`src/rtl/fcvt_int_to_float.sv`:
```
// fcvt_int_to_float: multicycle int32/uint32 -> IEEE-754 binary32 converter.
// Normalizes one bit per cycle, then rounds to nearest-even in a single step.
module fcvt_int_to_float (
  input  logic        clk,
  input  logic        rst_n,
  input  logic        start,
  input  logic        is_signed,
  input  logic [31:0] int_in,
  output logic [31:0] float_out,
  output logic        inexact,
  output logic        busy,
  output logic        done
);

  typedef enum logic [2:0] {IDLE, LOAD, NORM, ROUND, DONE} state_t;

  state_t      state;
  logic        sgn_req;   // captured is_signed
  logic        sign;
  logic [31:0] mag;       // holds the raw operand in LOAD, magnitude afterwards
  logic [7:0]  exp;

  logic        ld_sign;
  logic [31:0] ld_mag;
  logic [23:0] m;
  logic        g, s, rnd_up;
  logic [24:0] m_inc;
  logic [22:0] frac;
  logic [7:0]  exp_r;

  // Sign/magnitude split of the captured operand; 0x80000000 negates to itself
  always_comb begin
    ld_sign = sgn_req & mag[31];
    ld_mag  = ld_sign ? (~mag + 32'd1) : mag;
  end

  // Round to nearest-even on the normalized magnitude; carry bumps the exponent
  always_comb begin
    m      = {1'b1, mag[30:8]};
    g      = mag[7];
    s      = |mag[6:0];
    rnd_up = g & (s | m[0]);
    m_inc  = {1'b0, m} + 25'(rnd_up);
    frac   = m_inc[24] ? 23'd0 : m_inc[22:0];
    exp_r  = exp + {7'd0, m_inc[24]};
  end

  // Control FSM with registered outputs
  always_ff @(posedge clk or negedge rst_n) begin
    if (!rst_n) begin
      state     <= IDLE;
      sgn_req   <= 1'b0;
      sign      <= 1'b0;
      mag       <= 32'd0;
      exp       <= 8'd0;
      float_out <= 32'd0;
      inexact   <= 1'b0;
      busy      <= 1'b0;
      done      <= 1'b0;
    end else begin
      case (state)
        IDLE: begin
          if (start) begin
            mag     <= int_in;
            sgn_req <= is_signed;
            busy    <= 1'b1;
            state   <= LOAD;
          end
        end
        LOAD: begin
          sign <= ld_sign;
          mag  <= ld_mag;
          exp  <= 8'd158;
          if (ld_mag == 32'd0) begin
            // zero converts to +0 regardless of signedness
            float_out <= 32'd0;
            inexact   <= 1'b0;
            done      <= 1'b1;
            state     <= DONE;
          end else begin
            state <= NORM;
          end
        end
        NORM: begin
          if (mag[31]) begin
            state <= ROUND;
          end else begin
            mag <= mag << 1;
            exp <= exp - 8'd1;
          end
        end
        ROUND: begin
          float_out <= {sign, exp_r, frac};
          inexact   <= g | s;
          done      <= 1'b1;
          state     <= DONE;
        end
        DONE: begin
          done  <= 1'b0;
          busy  <= 1'b0;
          state <= IDLE;
        end
        default: begin
          done  <= 1'b0;
          busy  <= 1'b0;
          state <= IDLE;
        end
      endcase
    end
  end

endmodule
```
`config.mk`:
```
export PLATFORM = sky130hd
export DESIGN_NAME = fcvt_int_to_float
export DESIGN_NICKNAME = d
export VERILOG_FILES = /design/src/rtl/fcvt_int_to_float.sv
export SDC_FILE = /design/constraint.sdc
export NUM_CORES = 1
export LEC_CHECK = 0
export BUFFER_PORTS_ARGS = -buffer_cell sky130_fd_sc_hd__buf_2
export CORE_AREA = 4 4 113 115
export CTS_BUF_LIST = sky130_fd_sc_hd__clkbuf_16
export DETAILED_ROUTE_END_ITERATION = 10
export DIE_AREA = 0 0 117 119
export HOLD_SLACK_MARGIN = 0.06
export PLACE_DENSITY = 0.75
export SYNTH_ARGS = -nofsm -noshare
export SYNTH_HDL_FRONTEND = slang
export SYNTH_SLANG_ARGS = --single-unit
export TNS_END_PERCENT = 10
```
`constraint.sdc`:
```
create_clock -name clk -period 8.2 [get_ports clk]
set_input_delay 0.82 -clock clk [delete_from_list [all_inputs] [get_ports clk]]
set_output_delay 0.82 -clock clk [all_outputs]
set_load 0.05 [all_outputs]
```
* Yosys cells after proc, flatten, opt, wreduce, memory -nomap -nowiden
Cells that the tools add are included. Widths: inputs -> output; s select.
Operators by class: add/sub/neg operators 4, equality and inequality tests 7, mux-type cells 19, bitwise gates (word level) 7, reduce and logical (&&, ||, !) cells 16
Operator list (count):
- $mux 32 | 4
- $pmux 32 s3 | 1
- $pmux 32 s2 | 1
- $add 32x1->32 const B | 1
- $logic_not 32->1 | 1
- $not 32->32 | 1
- $add 24x1->25 | 1
- $mux 23 | 1
- $pmux 8 s2 | 1
- $reduce_and 2->1 | 7
- $pmux 3 s4 | 1
- $mux 3 | 3
- $add 8x1->8 | 1
- $mux 8 | 1
- $ne 2x2->1 const B | 4
- $sub 8x1->8 const B | 1
- $reduce_or 7->1 | 1
- $eq 3x2->1 const B | 2
- $pmux 1 s2 | 2
- $reduce_bool 2->1 | 2
- $eq 3x1->1 const B | 1
- $logic_not 3->1 | 1
- $mux 1 | 3
- $pmux 1 s3 | 1
- 7 further kinds | 10
Word-level totals: register bits after elaboration 80, input bits 36, output and inout port bits 35

* Depth between registers and ports, before layout
Gate-level depths: netlist of the first run.
word-level depth 6, gate-level depth with buffers 19

* Worst setup path after synthesis of the first run
OpenSTA, ideal clock, no wires.
path kind reg-to-reg, start register mag[1], end register float_out[29], library setup time 0.141 ns, arrival time 3.576 ns, required time 8.059 ns, path slack 4.483 ns, stages on the path, launching flop included 20, path buffers 1, clock period less this slack 3.717 ns, path through dfrtp_1 -> inv_1 -> ha_1 -> clkbuf_1 -> nand2_1 -> o31a_1 -> ha_1 -> ha_1 -> nand2_1 -> nor4_1 -> nor3b_1 -> and2_1 -> ha_1 -> ha_1 -> and3_1 -> nand3_1 -> xor2_1 -> nor2_1 -> a21oi_1 -> a21oi_2
On the way: word-level cells in the longest chain between the ends 6, elaborated cells on any way between the ends 12
RTL lines:
- from (decl) | line 20 | logic [31:0] mag;
- from (signal assigned) | line 64 | mag <= int_in;
- from (signal assigned) | line 72 | mag <= ld_mag;
- from (signal assigned) | line 88 | mag <= mag << 1;
- $reduce_or 7->1 or $not 32->32 (tied branches) | line 41, 34
- $or 1x1->1 or $add 32x1->32 (tied branches) | line 42, 34
- $and 1x1->1 or $mux 32 (tied branches) | line 42, 34
- $add 24x1->25 or $logic_not 32->1 (tied branches) | line 43, 74
- $add 8x1->8 or $ne 2x2->1 (tied branches)
- $pmux 32 s2 or $reduce_and 2->1 (tied branches)
- to (signal assigned) | line 93 | float_out <= {sign, exp_r, frac};
- to (decl) | line 9 | output logic [31:0] float_out,
Several ways; a longest one is shown, not always the timed one. A chain may end at the register's enable or synchronous reset.

* Final worst setup path of the first run
Same ends and word-level chain as after synthesis.

==> out/summary.log, run 1 <==
[outcome] run status completed
[synthesis] number of flops mapped to enable cells by yosys 0
[worst_setup_path] internal reg-to-reg setup slack 3.76 ns
[drt] detail-routed net length per standard cell 19.1 um
[sta] Worst slew margin 25.0%
[worst_setup_path] critical path startpoint category register
[clocking] TritonCTS buffer count 9
[power_and_ir_drop] static power due to leakage 0.00266 uW
[drt] ANT nets after route 0
[synthesis] post-synth top area share 34.6%
[grt] vias in the first global route 5334
[hold_path] Hold Crit Depth 2
[placement] worst setup slack after placement 3.90 ns
[floorplanning] die extent in x 117 um
[synthesis] Avg Synthesized Cell Area 8.36 um2
[synthesis] number of nets in the synthesized netlist 735
[clocking] clock-pin slew on the worst setup and hold paths 0.06 ns
[floorplanning] Vert. Die Dim 119 um
[synthesis] distinct cell type count after synthesis 67
[placement] PortBufs 70
[drt] DRC violations left 0
[job] Maximum Capacitance Violations 0
[synthesis] fraction of registers with async set or reset after synthesis 100%
[layout] # nets final 752
[worst_setup_path] length in cells of the worst reg-to-reg path 18
[layout] area of the multi-input gates 3390 um2
[grt] pin count of the biggest net entering global routing 81
[hold_path] Min-Delay Endpoint sign$_DFFE_PN0P_
[clocking] maximum number of buffers from clock root to sink 2
[hold_path] launch instance of the worst min-delay path sign$_DFFE_PN0P_
[sta] count of final max-slew check failures 0
[worst_setup_path] Max FO, Critical Path 14
[drt] final WL 16400 um
[floorplanning] Die Outline Area 13900 um2
[clocking] # H-tree levels 3
[sta] highest clock rate 0.225 GHz
[drt] number of optimization iterations in the first detailed-route pass 7
[worst_setup_path] CP Capture Type register
[floorplanning] Top-Level Pins 71
[layout] # fillers 1078
[layout] total area of sequential cells 2000 um2
[clocking] clock latency on the worst-skew pair 0.35 ns
[synthesis] warnings from Yosys 0
[synthesis] number of synthesized register bits 80
[power_and_ir_drop] maximum ir drop on the vdd rail 175 uV
[layout] area added between synthesis and finish 10.2%
[synthesis] share of synthesized area occupied by flip-flops and latches 34.6%
[clocking] TritonCTS clock tree built
[clocking] total clock sinks 80
[floorplanning] Initial Util 49.0%
[layout] Antenna Cells 0
[sta] RSZ-0062 raised after global routing false
[power_and_ir_drop] power per unit of standard cell area 471 nW/um2
[sta] transition at the pin with the smallest max-transition slack 1.13 ns
[grt] Tot GR Track Use 24.3%
[sta] Setup-failing EPs final 0
[synthesis] cell types occupying the most area after synthesis sky130_fd_sc_hd__dfrtp_1 35%, sky130_fd_sc_hd__o21ai_0 5.0%, sky130_fd_sc_hd__nand2_1 4.5%
[sta] skew final 0.00746 ns
[clocking] post-CTS resize count 0
[sta] setup TNS 0 ns
[grt] wire length of the first global-routing pass 27300 um
[sta] worst setup margin 3.76 ns
[synthesis] Synth Flop Type sky130_fd_sc_hd__dfrtp_1
[worst_setup_path] data arrival time of the critical path 4.66 ns
[drt] total via count in the routed design 5491
[clocking] Root Buffer Master sky130_fd_sc_hd__clkbuf_16
[sta] Tcrit/Tclk final 54.2%
[grt] remaining global-route overflow 0
[worst_setup_path] reg-to-reg critical path startpoint mag[1]$_DFFE_PN0P_
[drt] via density per instance 6.38
[clocking] CTS Hold Buffers Added 0
[drt] DRC marker count from the first detailed-route iteration 793
[placement] routability cong. 0.933
[sta] Hold Violations, Final 0
[worst_setup_path] reg-to-reg critical path endpoint float_out[29]$_DFFE_PN0P_
[synthesis] number of standard cells after synthesis 692
[hold_path] worst hold path class reg2reg
[worst_setup_path] required time of the critical path 8.41 ns
[synthesis] dominant cell type by area after synthesis sky130_fd_sc_hd__dfrtp_1
[floorplanning] area of the core region 11800 um2
[layout] share of post-route cells with drive strength above 1 20.2%
[grt] initial antenna violation count 0
[worst_setup_path] category of the critical setup timing path reg2reg
[synthesis] Syn Std Cell Area 5790 um2
[sta] Tmin final 4.44 ns
[clocking] Post-CTS Setup Bufs 0
[floorplanning] FP Rows 40
[placement] half-perimeter wire length of the detailed placement result 11000 um
[power breakdown]
| group | switching, uW | internal (uW) | total (uW) |
|---|---|---|---|
| Sequential | 315 | 561 | 876 |
| Combinational | 1090 | 570 | 1660 |
| Clock | 169 | 295 | 465 |
| Total | 1580 | 1430 | 3010 |
[cells in the mapped netlist, drive strengths merged, types with 11 or more instances]
| master | number |
|---|---|
| dfrtp | 80 |
| o21ai | 76 |
| nand2 | 70 |
| nor2 | 67 |
| clkbuf | 57 |
| a21oi | 45 |
| xnor2 | 28 |
| nor3 | 27 |
| a22oi | 23 |
| nand3 | 19 |
| a222oi | 17 |
| buf | 15 |
| xor2 | 14 |
| inv | 13 |
| and3 | 11 |
[cells in the final DEF (no fill, tap or decap), types with 4 or more instances in the layout]
master,instances
sky130_fd_sc_hd__a211oi_1,4
sky130_fd_sc_hd__a21oi_1,34
sky130_fd_sc_hd__a21oi_2,11
sky130_fd_sc_hd__a221oi_1,9
sky130_fd_sc_hd__a222oi_1,17
sky130_fd_sc_hd__a22oi_1,23
sky130_fd_sc_hd__a31oi_1,4
sky130_fd_sc_hd__and2_1,4
sky130_fd_sc_hd__and3_1,10
sky130_fd_sc_hd__and4_1,5
sky130_fd_sc_hd__buf_2,69
sky130_fd_sc_hd__buf_4,9
sky130_fd_sc_hd__clkbuf_16,9
sky130_fd_sc_hd__dfrtp_1,80
sky130_fd_sc_hd__ha_1,7
sky130_fd_sc_hd__inv_1,14
sky130_fd_sc_hd__mux2i_1,7
sky130_fd_sc_hd__nand2_1,70
sky130_fd_sc_hd__nand2b_1,5
sky130_fd_sc_hd__nand3_1,19
sky130_fd_sc_hd__nand4_1,7
sky130_fd_sc_hd__nor2_1,65
sky130_fd_sc_hd__nor3_1,26
sky130_fd_sc_hd__nor4_1,4
sky130_fd_sc_hd__o21ai_0,58
sky130_fd_sc_hd__o21ai_2,18
sky130_fd_sc_hd__o22ai_1,6
sky130_fd_sc_hd__o31ai_1,4
sky130_fd_sc_hd__or3_1,5
sky130_fd_sc_hd__or4_1,4
sky130_fd_sc_hd__xnor2_1,28
sky130_fd_sc_hd__xor2_1,14
[worst max-delay path by stage]
stage | slack [ns] | from | endpoint | cells past startpoint
final | 3.76 | mag[1]$_DFFE_PN0P_ | float_out[29]$_DFFE_PN0P_ | 18
after CTS | 3.87 | mag[0]$_DFFE_PN0P_ | float_out[29]$_DFFE_PN0P_ | 18
after floorplan | 4.48 | mag[1]$_DFFE_PN0P_ | float_out[29]$_DFFE_PN0P_ | 19
after global routing | 3.43 | mag[1]$_DFFE_PN0P_ | float_out[29]$_DFFE_PN0P_ | 18
after global placement | 4.11 | mag[1]$_DFFE_PN0P_ | float_out[29]$_DFFE_PN0P_ | 18
after detailed placement | 3.90 | mag[1]$_DFFE_PN0P_ | float_out[29]$_DFFE_PN0P_ | 18
[metal layers]
| layer | vias to the layer above | GRT usage [%] | part of all wire [%] | routed length [um] |
|---|---|---|---|---|
| met3 | 33 | 4.98 | 7.9 | 1290 |
| li1 | 2587 | - | - | - |
| met5 | - | 0 | 0 | 0 |
| met1 | 2610 | 33.5 | 42 | 6890 |
| met2 | 261 | 37.1 | 48 | 7890 |
| met4 | 0 | 9.75 | 2.1 | 346 |
[per-stage QoR]
step	hold slack [ns]	instance area [um2]	cells	utilization (%)	total power (uW)
final	0.493	6380	861	54.0	3010
after global routing	0.525	6380	861	54.0	3220
after CTS	0.496	6380	861	54.0	2980
after detailed placement	0.481	6040	845	51.2	2510
after global placement	0.467	6040	845	51.2	2460
after floorplan	0.446	5790	692	-	2130
[registers in the layout, indices dropped and copies added (netlist names)]
register and count:
busy 1, exp 8, done 1, mag 32, inexact 1, sgn_req 1, sign 1, float_out 32
state 3
[cell families (layout without fill, tap and decap cells)]
kind of cell	count (synthesis)	count (layout)	share of synthesized area, %
buf+inv	86	108	7.03
simple gates	248	248	22.0
mux	9	9	1.60
compound gates	220	220	26.9
flops	80	80	34.6
fa+ha+maj	7	7	1.51
xor+xnor	42	42	6.36
[final cells by class]
cell class                 count  area share (%)
clock inverter                 7            1.75
clock buffer                   9            3.53
multi-input combinational    526            53.2
sequential                    80            31.4
inverter                      14           0.824
timing repair buffer          78            6.47
tap                          147            2.88
[critical path, cell delays in order, from the launching register on]
cell and delay, ns:
sky130_fd_sc_hd__dfrtp_1 0.41, sky130_fd_sc_hd__inv_1 0.10, sky130_fd_sc_hd__ha_1 0.37, sky130_fd_sc_hd__nand2_1 0.16
sky130_fd_sc_hd__o31a_1 0.14, sky130_fd_sc_hd__ha_1 0.20, sky130_fd_sc_hd__ha_1 0.22, sky130_fd_sc_hd__nand2_1 0.12
sky130_fd_sc_hd__nor4_1 0.84, sky130_fd_sc_hd__nor3b_1 0.48, sky130_fd_sc_hd__and2_1 0.19, sky130_fd_sc_hd__ha_1 0.16
sky130_fd_sc_hd__ha_1 0.18, sky130_fd_sc_hd__and3_1 0.20, sky130_fd_sc_hd__nand3_1 0.10, sky130_fd_sc_hd__xor2_1 0.16
sky130_fd_sc_hd__nor2_1 0.06, sky130_fd_sc_hd__a21oi_1 0.17, sky130_fd_sc_hd__a21oi_2 0.04
Power figures use the tool's default switching activity.
==> inputs of run 2 (changes only) <==
PLACE_DENSITY = 0.78   (was 0.75)
clock period = 3.7 ns   (was 8.2 ns; I/O delays follow)
==> run 2 against run 1 <==
  * Non-clock buffer count is 27 higher
  * Utilization is 1.3 points higher
  * Power is 120% higher
  * Critical endpoint unchanged
==> out/summary.log, run 2 (same netlist as run 1, synthesis figures left out) <==
[sta] setup TNS 0 ns
[grt] Tot GR Track Use 25.1%
[layout] # nets final 779
[worst_setup_path] length in cells of the worst reg-to-reg path 17
[layout] Antenna Cells 0
[drt] DRC violations left 0
[sta] Worst slew margin 24.7%
[grt] pin count of the biggest net entering global routing 81
[grt] wire length of the first global-routing pass 27900 um
[grt] initial antenna violation count 0
[placement] routability cong. 0.953
[worst_setup_path] Worst Path Buf+Inv 0
[placement] Cell Area, Placed 6260 um2
[sta] Tcrit/Tclk final 93.2%
[clocking] # H-tree levels 3
[placement] number of instances in the placed design 871
[grt] vias in the first global route 5373
[floorplanning] area of the core region 11800 um2
[sta] highest clock rate 0.290 GHz
[placement] half-perimeter wire length of the detailed placement result 11900 um
[floorplanning] Die Outline Area 13900 um2
[power_and_ir_drop] static power due to leakage 0.00278 uW
[layout] Non-Filler Instances 885
[layout] share of post-route cells with drive strength above 1 23.2%
[worst_setup_path] reg-to-reg critical path startpoint mag[4]$_DFFE_PN0P_
[clocking] TritonCTS buffer count 9
[hold_path] worst hold path class in2async
[floorplanning] Initial Util 49.0%
[layout] area added between synthesis and finish 12.9%
[drt] via density per instance 6.40
[layout] final core utilization 55.3%
[worst_setup_path] slowest stage cell on the critical path sky130_fd_sc_hd__dfrtp_1
[worst_setup_path] Max FO, Critical Path 8
[drt] ANT nets after route 0
[placement] PortBufs 70
[drt] number of optimization iterations in the first detailed-route pass 7
[worst_setup_path] most used cell along the critical path sky130_fd_sc_hd__ha_1
[worst_setup_path] internal reg-to-reg setup slack 0.25 ns
[sta] Tmin final 3.45 ns
[sta] transition at the pin with the smallest max-transition slack 1.13 ns
[floorplanning] FP Rows 40
[drt] final WL 17000 um
[layout] leading cell type in the layout, fill and taps excluded sky130_fd_sc_hd__dfrtp_1
[worst_setup_path] required time of the critical path 3.93 ns
[worst_setup_path] reg-to-reg critical path endpoint float_out[29]$_DFFE_PN0P_
[grt] remaining global-route overflow 0
[worst_setup_path] kind of cell adding the most delay to the critical path simple AND/OR/NAND/NOR gates
[sta] Setup-failing EPs final 0
[drt] total via count in the routed design 5667
[worst_setup_path] data arrival time of the critical path 3.68 ns
[sta] RSZ-0062 raised after global routing false
[floorplanning] Top-Level Pins 71
[worst_setup_path] CP Capture Type register
[outcome] run status completed
[drt] detail-routed net length per standard cell 19.2 um
[sta] count of final max-slew check failures 0
[layout] final design area excluding fillers 6540 um2
[worst_setup_path] sequence of cells on the critical path nor4_4 > nand2_1 > o31a_1 > ha_1 > ha_1 > nand2_1 > nor4_4 > nor3b_4 > and2_1 > ha_1 > ha_1 > and3_1 > nand3_1 > xor2_1 > nor2_1 > a21oi_1 > a21oi_2
[sta] skew final 0.00786 ns
[floorplanning] Vert. Die Dim 119 um
[clocking] TritonCTS clock tree built
[worst_setup_path] Critical Path Max Stage Delay 0.47 ns
[floorplanning] die extent in x 117 um
[job] Maximum Capacitance Violations 0
[layout] largest registers float_out: 32 flops, mag: 32 flops, exp: 8 flops
[drt] DRC marker count from the first detailed-route iteration 658
[clocking] clock latency on the worst-skew pair 0.35 ns
[clocking] Root Buffer Master sky130_fd_sc_hd__clkbuf_16
[power_and_ir_drop] power per unit of standard cell area 1020 nW/um2
[layout] most used cells in the layout excluding fill and tap cells 80 x sky130_fd_sc_hd__dfrtp_1, 70 x sky130_fd_sc_hd__nand2_1, 69 x sky130_fd_sc_hd__buf_2
[clocking] maximum number of buffers from clock root to sink 2
[clocking] clock-pin slew on the worst setup and hold paths 0.06 ns
[sta] worst hold margin 0.199 ns
[power_and_ir_drop] maximum ir drop on the vdd rail 429 uV
[worst_setup_path] category of the critical setup timing path reg2reg
[worst_setup_path] critical path startpoint category register
[sta] Hold Violations, Final 0
[clocking] total clock sinks 80
-- run 2: repair_timing --
action | 4_1_cts | 5_1_grt
gates resized for setup | 1 | 2
cloned | 0 | 0
pin swaps | 0 | 1
buffers inserted | 0 | 1
hold buffers | 0 | 0
endpoints found under the setup margin | 1 | 21
-- run 2: cell type report --
cell class	instances	area, um2
clock inverters	4	25.0
inverters	14	52.6
repair buffers	105	628
flip-flops and latches	80	2000
well taps	147	184
multi-input cells	526	3420
clock buffers	9	225
fillers	1061	5280
-- run 2: worst max path at each step --
stage,startpoint,to,slack (ns),cells past startpoint
finish,mag[4]$_DFFE_PN0P_,float_out[29]$_DFFE_PN0P_,0.25,17
global route,mag[4]$_DFFE_PN0P_,float_out[29]$_DFFE_PN0P_,0.06,17
CTS,mag[0]$_DFFE_PN0P_,float_out[29]$_DFFE_PN0P_,0.13,18
detailed placement,mag[1]$_DFFE_PN0P_,float_out[29]$_DFFE_PN0P_,0.001,18
global placement,mag[1]$_DFFE_PN0P_,float_out[29]$_DFFE_PN0P_,0.19,18
floorplan,mag[1]$_DFFE_PN0P_,float_out[29]$_DFFE_PN0P_,0.13,19
-- run 2: power breakdown --
part / internal, uW / leakage (uW) / switching [uW]
Sequential: 1250 / 0.000910 / 552
Clock: 440 / 0.000121 / 353
Combinational: 1410 / 0.00175 / 2650
-- run 2: metrics by stage --
stage	setup slack, ns	power [uW]
2_1_floorplan	0.130	4720
3_3_place_gp	0.191	5680
3_5_place_dp	0.00114	5790
4_1_cts	0.127	6610
5_1_grt	0.0568	7120
6_report	0.252	6650
-- run 2: metal layers --
metal	routed length (um)	global-route usage, %	up-vias
met5	0	0	-
met4	471	9.82	0
met3	1360	6.10	39
met2	8150	39.4	300
met1	7030	33.2	2685
li1	-	-	2643
